==> config.mk <==
export PLATFORM = sky130hd
export DESIGN_NAME = aes_round_ctrl_flat
export DESIGN_NICKNAME = d
export VERILOG_FILES = /design/src/rtl/aes_round_ctrl_pkg.sv /design/src/rtl/aes_round_ctrl_if.sv /design/src/rtl/aes_round_ctrl.sv /design/src/flat_wrapper.sv
export SDC_FILE = /design/constraint.sdc
export NUM_CORES = 1
export LEC_CHECK = 0
export BUFFER_PORTS_ARGS = -buffer_cell sky130_fd_sc_hd__buf_2
export CORE_MARGIN = 1
export CORE_UTILIZATION = 59
export CTS_CLUSTER_DIAMETER = 80
export DETAILED_ROUTE_END_ITERATION = 10
export PLACE_DENSITY = 0.93
export SLEW_MARGIN = 20
export SYNTH_ARGS = -nofsm -noshare
export SYNTH_HDL_FRONTEND = slang
export SYNTH_SLANG_ARGS = --single-unit
==> constraint.sdc <==
create_clock -name clk -period 3.23 [get_ports clk]
set_clock_uncertainty 0.05 [all_clocks]
set_input_delay 0.8075 -clock clk [delete_from_list [all_inputs] [get_ports clk]]
set_output_delay 0.8075 -clock clk [all_outputs]
set_load 0.05 [all_outputs]
==> src/rtl/aes_round_ctrl_pkg.sv <==
// Shared constants, state/register types and the round-key index helper for the AES
// round sequencer.
package aes_round_ctrl_pkg;

  localparam int unsigned Nb          = 4;
  localparam int unsigned Nr          = 10;
  localparam int unsigned Nk          = 4;
  localparam int unsigned KexpTimeout = 64;

  localparam int unsigned Rkw  = $clog2(Nb * (Nr + 1));
  localparam int unsigned RndW = $clog2(Nr + 1);
  localparam int unsigned TmoW = $clog2(KexpTimeout + 1);

  typedef enum logic [2:0] {
    StIdle,
    StKexp,
    StReady,
    StRound,
    StDone
  } ctrl_state_e;

  typedef struct packed {
    ctrl_state_e     state;
    logic [RndW-1:0] round;
    logic [TmoW-1:0] tmo;
    logic            decrypt;
    logic            key_loaded;
    logic            err;
  } reg_t;

  typedef struct packed {
    logic           key_ready;
    logic           in_ready;
    logic           kexp_enable;
    logic           rnd_valid;
    logic           rnd_first;
    logic           rnd_last;
    logic           rnd_decrypt;
    logic [Rkw-1:0] rnd_kidx;
    logic           out_valid;
  } out_t;

  // Decryption walks the expanded key schedule backwards.
  function automatic logic [Rkw-1:0] kidx(input logic [RndW-1:0] rnd, input logic dec);
    logic [RndW-1:0] step;
    step = dec ? RndW'(Nr) - rnd : rnd;
    return Rkw'(step) * Rkw'(Nb);
  endfunction

endpackage

==> src/rtl/aes_round_ctrl_if.sv <==
// Host, key-expansion and round-datapath handshake bundle of the AES round sequencer.
interface aes_round_ctrl_if;

  logic                                key_valid;
  logic                                key_ready;
  logic                                in_valid;
  logic                                in_decrypt;
  logic                                in_ready;
  logic                                kexp_enable;
  logic                                kexp_done;
  logic                                rnd_valid;
  logic                                rnd_first;
  logic                                rnd_last;
  logic                                rnd_decrypt;
  logic [aes_round_ctrl_pkg::Rkw-1:0] rnd_kidx;
  logic                                out_valid;
  logic                                out_ready;
  logic                                key_loaded;
  logic                                kexp_err;

  modport slave (
    input  key_valid, in_valid, in_decrypt, kexp_done, out_ready,
    output key_ready, in_ready, kexp_enable, rnd_valid, rnd_first, rnd_last, rnd_decrypt,
           rnd_kidx, out_valid, key_loaded, kexp_err
  );

  modport master (
    output key_valid, in_valid, in_decrypt, kexp_done, out_ready,
    input  key_ready, in_ready, kexp_enable, rnd_valid, rnd_first, rnd_last, rnd_decrypt,
           rnd_kidx, out_valid, key_loaded, kexp_err
  );

endinterface

==> src/rtl/aes_round_ctrl.sv <==
// Sequencer between host requests and the AES key-expansion engine / round datapath:
// loads keys, then issues one round command per cycle for each accepted block.
module aes_round_ctrl
  import aes_round_ctrl_pkg::*;
(
  input logic             clk,
  input logic             rst,
  aes_round_ctrl_if.slave bus
);

  reg_t r_q, r_d;
  out_t o_q, o_d;

  logic key_acc;
  logic blk_acc;
  logic in_ready_gated;

  // A pending key request takes priority, so block acceptance is withdrawn that cycle.
  assign in_ready_gated = o_q.in_ready & ~bus.key_valid;
  assign key_acc        = bus.key_valid & o_q.key_ready;
  assign blk_acc        = bus.in_valid & in_ready_gated;

  always_comb begin
    r_d = r_q;
    unique case (r_q.state)
      StIdle, StReady: begin
        if (key_acc) begin
          r_d.state      = StKexp;
          r_d.tmo        = '0;
          r_d.key_loaded = 1'b0;
          r_d.err        = 1'b0;
        end else if (blk_acc) begin
          r_d.state   = StRound;
          r_d.round   = '0;
          r_d.decrypt = bus.in_decrypt;
        end
      end
      StKexp: begin
        if (bus.kexp_done) begin
          r_d.state      = StReady;
          r_d.key_loaded = 1'b1;
        end else if (r_q.tmo == TmoW'(KexpTimeout - 1)) begin
          r_d.state      = StIdle;
          r_d.err        = 1'b1;
          r_d.key_loaded = 1'b0;
        end else if (r_q.tmo != '1) begin
          r_d.tmo = r_q.tmo + 1'b1;
        end
      end
      StRound: begin
        if (r_q.round == RndW'(Nr)) begin
          r_d.state = StDone;
        end else begin
          r_d.round = r_q.round + 1'b1;
        end
      end
      StDone: begin
        if (o_q.out_valid && bus.out_ready) begin
          r_d.state = StReady;
        end
      end
      default: r_d.state = StIdle;
    endcase
  end

  // Outputs are a registered decode of the next state, so they track the state flops.
  always_comb begin
    o_d             = '0;
    o_d.key_ready   = (r_d.state == StIdle) || (r_d.state == StReady);
    o_d.in_ready    = (r_d.state == StReady);
    o_d.kexp_enable = key_acc;
    o_d.out_valid   = (r_d.state == StDone);
    if (r_d.state == StRound) begin
      o_d.rnd_valid   = 1'b1;
      o_d.rnd_first   = (r_d.round == '0);
      o_d.rnd_last    = (r_d.round == RndW'(Nr));
      o_d.rnd_decrypt = r_d.decrypt;
      o_d.rnd_kidx    = kidx(r_d.round, r_d.decrypt);
    end
  end

  always_ff @(posedge clk or negedge rst) begin
    if (!rst) begin
      r_q <= '0;
      o_q <= '0;
    end else begin
      r_q <= r_d;
      o_q <= o_d;
    end
  end

  assign bus.key_ready   = o_q.key_ready;
  assign bus.in_ready    = in_ready_gated;
  assign bus.kexp_enable = o_q.kexp_enable;
  assign bus.rnd_valid   = o_q.rnd_valid;
  assign bus.rnd_first   = o_q.rnd_first;
  assign bus.rnd_last    = o_q.rnd_last;
  assign bus.rnd_decrypt = o_q.rnd_decrypt;
  assign bus.rnd_kidx    = o_q.rnd_kidx;
  assign bus.out_valid   = o_q.out_valid;
  assign bus.key_loaded  = r_q.key_loaded;
  assign bus.kexp_err    = r_q.err;

endmodule
==> src/flat_wrapper.sv <==
// flat-port wrapper written by rule: the top's interface ports become plain ports
module aes_round_ctrl_flat import aes_round_ctrl_pkg::*;
  (clk, rst, bus_key_valid, bus_in_valid, bus_in_decrypt, bus_kexp_done, bus_out_ready, bus_key_ready, bus_in_ready, bus_kexp_enable, bus_rnd_valid, bus_rnd_first, bus_rnd_last, bus_rnd_decrypt, bus_rnd_kidx, bus_out_valid, bus_key_loaded, bus_kexp_err);
  aes_round_ctrl_if bus_i ();
  input logic clk;
  input logic rst;
  input wire logic [$bits(bus_i.key_valid)-1:0] bus_key_valid;
  input wire logic [$bits(bus_i.in_valid)-1:0] bus_in_valid;
  input wire logic [$bits(bus_i.in_decrypt)-1:0] bus_in_decrypt;
  input wire logic [$bits(bus_i.kexp_done)-1:0] bus_kexp_done;
  input wire logic [$bits(bus_i.out_ready)-1:0] bus_out_ready;
  output wire logic [$bits(bus_i.key_ready)-1:0] bus_key_ready;
  output wire logic [$bits(bus_i.in_ready)-1:0] bus_in_ready;
  output wire logic [$bits(bus_i.kexp_enable)-1:0] bus_kexp_enable;
  output wire logic [$bits(bus_i.rnd_valid)-1:0] bus_rnd_valid;
  output wire logic [$bits(bus_i.rnd_first)-1:0] bus_rnd_first;
  output wire logic [$bits(bus_i.rnd_last)-1:0] bus_rnd_last;
  output wire logic [$bits(bus_i.rnd_decrypt)-1:0] bus_rnd_decrypt;
  output wire logic [$bits(bus_i.rnd_kidx)-1:0] bus_rnd_kidx;
  output wire logic [$bits(bus_i.out_valid)-1:0] bus_out_valid;
  output wire logic [$bits(bus_i.key_loaded)-1:0] bus_key_loaded;
  output wire logic [$bits(bus_i.kexp_err)-1:0] bus_kexp_err;
  assign bus_i.key_valid = bus_key_valid;
  assign bus_i.in_valid = bus_in_valid;
  assign bus_i.in_decrypt = bus_in_decrypt;
  assign bus_i.kexp_done = bus_kexp_done;
  assign bus_i.out_ready = bus_out_ready;
  assign bus_key_ready = bus_i.key_ready;
  assign bus_in_ready = bus_i.in_ready;
  assign bus_kexp_enable = bus_i.kexp_enable;
  assign bus_rnd_valid = bus_i.rnd_valid;
  assign bus_rnd_first = bus_i.rnd_first;
  assign bus_rnd_last = bus_i.rnd_last;
  assign bus_rnd_decrypt = bus_i.rnd_decrypt;
  assign bus_rnd_kidx = bus_i.rnd_kidx;
  assign bus_out_valid = bus_i.out_valid;
  assign bus_key_loaded = bus_i.key_loaded;
  assign bus_kexp_err = bus_i.kexp_err;
  aes_round_ctrl u_core (.clk(clk), .rst(rst), .bus(bus_i));
endmodule
==> metrics list <==
- Clock slew at the register clock pins of the worst setup and hold paths: roughly 0.10 ns
- Status: complete, no violations
- The initial utilization of the core area, before any placement, comes to 0.637.
- In this run the critical register-to-register path is launched from u_core.r_q[10].
- Traced cell by cell, the critical path runs through buf_2 -> and3b_1 -> a21boi_4 -> or2_1 -> a21oi_1 -> inv_1 -> ha_1 -> a21boi_0 -> xnor2_1 -> nor2_1.
- Critical R2R Capture: u_core.bus.rnd_kidx[4]
* Final Net Count: 173
- Share of flip-flops with an asynchronous set or reset: 1.00
- For this design, the CTS-stage hold fixing added 0 buffers.
* Routed length per instance: approximately 15 µm
- CTS tree: built
- The finished layout holds 189 standard cells, fillers aside.
- Maximum clock path buffer count: 2
* Router iterations before antenna repair: 4
- The share of synthesized area in the top cell type comes to 0.505.
* Clock Tree Root: sky130_fd_sc_hd__clkbuf_4
* Antenna fix cells: 0
* Area of the die: 0.00264 mm²
- Most used flip-flop cell after synthesis: sky130_fd_sc_hd__dfrtp_1
- First-iteration detailed-routing DRC count: 29
* Hold Crit Class: in2async
* Cell family with most CP delay: simple AND/OR/NAND/NOR gates
* Highest net fanout along the worst path: 9
- Final RePlAce weighted congestion: around 0.82
* Endpoint class of the critical path: register
- Post-route fraction of the period consumed by the critical path: 0.781
- Utilization after layout: 0.696
- After synthesis the netlist holds a flip-flop and latch count of 29.
- Final worst hold slack: 0.419 ns
- Final-report hold violation count: 0
* Timing endpoint of the critical path: u_core.bus.rnd_kidx[4]
- For this run, the top clock speed supported by timing is roughly 400 MHz.
- CTS built an H-tree with a depth of 2.
- For this run, the total global-route usage over all layers was measured as 0.265.
- Vias in the first global route: 1064
- Overall overflow remaining after global route: 0
* RSZ-0062 raised after global routing: no
- For the worst flop-to-flop path, the logic depth is 11.
- Entering global routing, the biggest net connects 30 pins.
- Worst rel slew slack: 0.489
- Max-cap violations: 0
* P&R area growth vs syn: 9.23%
- Vias after detailed routing: 1068
* Number of instances in the placed design: 181
* Total of warnings raised by yosys: 0
* Share of synthesized area occupied by flip-flops and latches: 0.505
* Number of standard cells after synthesis: between 100 and 150
- Total length of routed wires: about 2.8 mm
- Average vias per placed instance: 5.65
* Antenna-violating nets left: 0
- Pin placement for this block handled 23 I/O pins.
* Number of antenna violations at the first check in global routing: 0
* Leakage power figure: just over 0.0008 µW
- The critical path runs through a total of 10 cells.
* Die Width: 51.3 µm
* Number of flops mapped to enable cells by yosys: 0
- At the pin with the least slew margin, the transition time is 0.761 ns.
- Number of pins with negative max-slew slack in the final report: 0
- In the post-synthesis netlist, the biggest area contributors are sky130_fd_sc_hd__dfrtp_1 51%, sky130_fd_sc_hd__ha_1 5.2%, sky130_fd_sc_hd__nor2_1 3.7%.
- The most critical setup path has its startpoint at bus_key_valid.
- Die span in y: 51.3 µm
- Post-cts resize count: 0
* Number of clock sinks seen by CTS: 29
* Combined buffer and inverter count along the critical path: 2
* Estimated wirelength of the detail-placed design: approximately 2.0 mm
- Counting I/O delays and the setup requirement, the final critical path takes approximately 2.5 ns.
- Total number of placement rows: 17
* Fraction of layout instances using a drive strength above 1: 0.211
* DRC errors left: 0
- The worst-case IR drop observed on VDD is 0.588 mV.
* Netlist Area Pre-Place: 0.00144 mm²
- Worst path setup slack after routing: 0.707 ns
- The first global-routing pass estimated 4.80 mm of wire.
- Setup violations remaining at the end of the flow were counted as 0.
- The clock reaches the later pin of the worst-skew pair after 0.34 ns.
- Delay of the slowest cell on the worst path: 0.35 ns
* Worst setup path category: in2reg
* Number of library cell types mapped by synthesis: 41
- P per Cell Area: 908 mW/mm²
- Largest area contributor in the netlist: sky130_fd_sc_hd__dfrtp_1
- Setup slack on the worst reg-to-reg path comes out at about 0.73 ns.
* Setup TNS Final: 0 ns
- Post-synthesis area per instance: 10.3 µm²
* Highest-delay cell along the critical path: sky130_fd_sc_hd__or2_1
- Arrival @ worst endpoint: 2.70 ns
- CTS Buf Count: 5
* Area inside the core boundary: 0.00225 mm²
- Data required time at the worst endpoint: ~3.4 ns
- Worst-case setup slack after placement: 0.340 ns
- Post-CTS setup buffer count: 0
- Worst Setup Start Kind: input port
- Buffers placed on the I/O ports in this run total 20.
-- cell families after synthesis --
kind of cell               synth area share
buffers and inverters                0.0688
and+or+nand+nor                       0.217
xor gates and xnor gates             0.0427
adders and majority gates            0.0523
AOI/OAI and AO/OA                     0.111
other                               0.00261
DFF                                   0.505
-- layer usage --
| layer | GRT usage | vias up | routed length (µm) | share of wire |
|---|---|---|---|---|
| met5 | 0 | - | 0 | 0 |
| met4 | 0.122 | 0 | 51 | 0.018 |
| met3 | 0.101 | 4 | 130 | 0.046 |
| met2 | 0.432 | 24 | 1410 | 0.50 |
| met1 | 0.307 | 531 | 1220 | 0.43 |
| li1 | - | 509 | - | - |
-- report_power, final --
part	switching [µW]	leakage, µW	internal, µW	total [µW]
combinational	457	0.000391	201	658
sequential	85.3	0.000386	462	548
clock	138	0.0000310	81.9	219
-- cell type report --
type / count / area [µm²]
fill: 172 / 686
tap: 28 / 35.0
sequential: 29 / 726
clock buffer: 5 / 37.5
multi-input combinational: 94 / 616
timing repair buffer: 20 / 100
inverter: 10 / 37.5
clock inverter: 3 / 17.5
-- how the worst min path moves through the flow --
stage	endpoint	slack [ns]	cells after the start
6_report	u_core.bus.out_valid	0.42	1
5_1_grt	u_core.r_q[13]	0.46	1
4_1_cts	u_core.r_q[13]	0.44	1
3_5_place_dp	u_core.bus.kexp_err	0.43	2
3_3_place_gp	u_core.bus.kexp_err	0.43	2
2_1_floorplan	u_core.r_q[9]	0.42	1
-- cells in the mapped netlist (2+ instances only) --
master / count
sky130_fd_sc_hd__dfrtp_1: 29
sky130_fd_sc_hd__nor2_1: 14
sky130_fd_sc_hd__nand2_1: 11
sky130_fd_sc_hd__nand3_1: 10
sky130_fd_sc_hd__inv_1: 9
sky130_fd_sc_hd__buf_4: 6
sky130_fd_sc_hd__ha_1: 6
sky130_fd_sc_hd__xnor2_1: 6
sky130_fd_sc_hd__a21oi_1: 5
sky130_fd_sc_hd__nor2b_1: 3
sky130_fd_sc_hd__nor3_1: 3
sky130_fd_sc_hd__a211oi_1: 2
sky130_fd_sc_hd__a21o_1: 2
sky130_fd_sc_hd__and2_1: 2
sky130_fd_sc_hd__nand3b_1: 2
sky130_fd_sc_hd__nor3b_1: 2
sky130_fd_sc_hd__o211ai_1: 2
sky130_fd_sc_hd__o21ai_0: 2
sky130_fd_sc_hd__o22ai_1: 2
-- through the flow --
step	cell area (µm²)	total power, µW
6_report	1570	1420
4_1_cts	1570	1420
3_5_place_dp	1510	1210
3_3_place_gp	1510	1160
2_1_floorplan	1440	1080
5_1_grt	1570	1510
-- sequential cells by signal (all words and copies together), names as in the netlist --
signal / count
u_core.r_q: 15
u_core.bus.rnd_kidx: 4
u_core.bus.kexp_enable: 1
u_core.bus.kexp_err: 1
u_core.bus.key_loaded: 1
u_core.bus.key_ready: 1
u_core.bus.out_valid: 1
u_core.bus.rnd_decrypt: 1
u_core.bus.rnd_first: 1
u_core.bus.rnd_last: 1
u_core.bus.rnd_valid: 1
u_core.o_q: 1
-- cell usage in the layout (no fill, tap or decap), drive strengths merged, types with 2 or more instances in the layout --
cell type / n
inv: 10
ha: 6
clkbuf: 5
nand3: 10
nor3: 3
o211ai: 2
o21ai: 3
nor4b: 2
o22ai: 2
a21oi: 5
xnor2: 6
nor2: 15
a211oi: 2
nor3b: 2
a21boi: 2
a21o: 2
buf: 20
nand2: 11
nand3b: 3
nor2b: 3
clkinv: 2
dfrtp: 29
conb: 2
and2: 2
(Power assumes the default switching activity.)
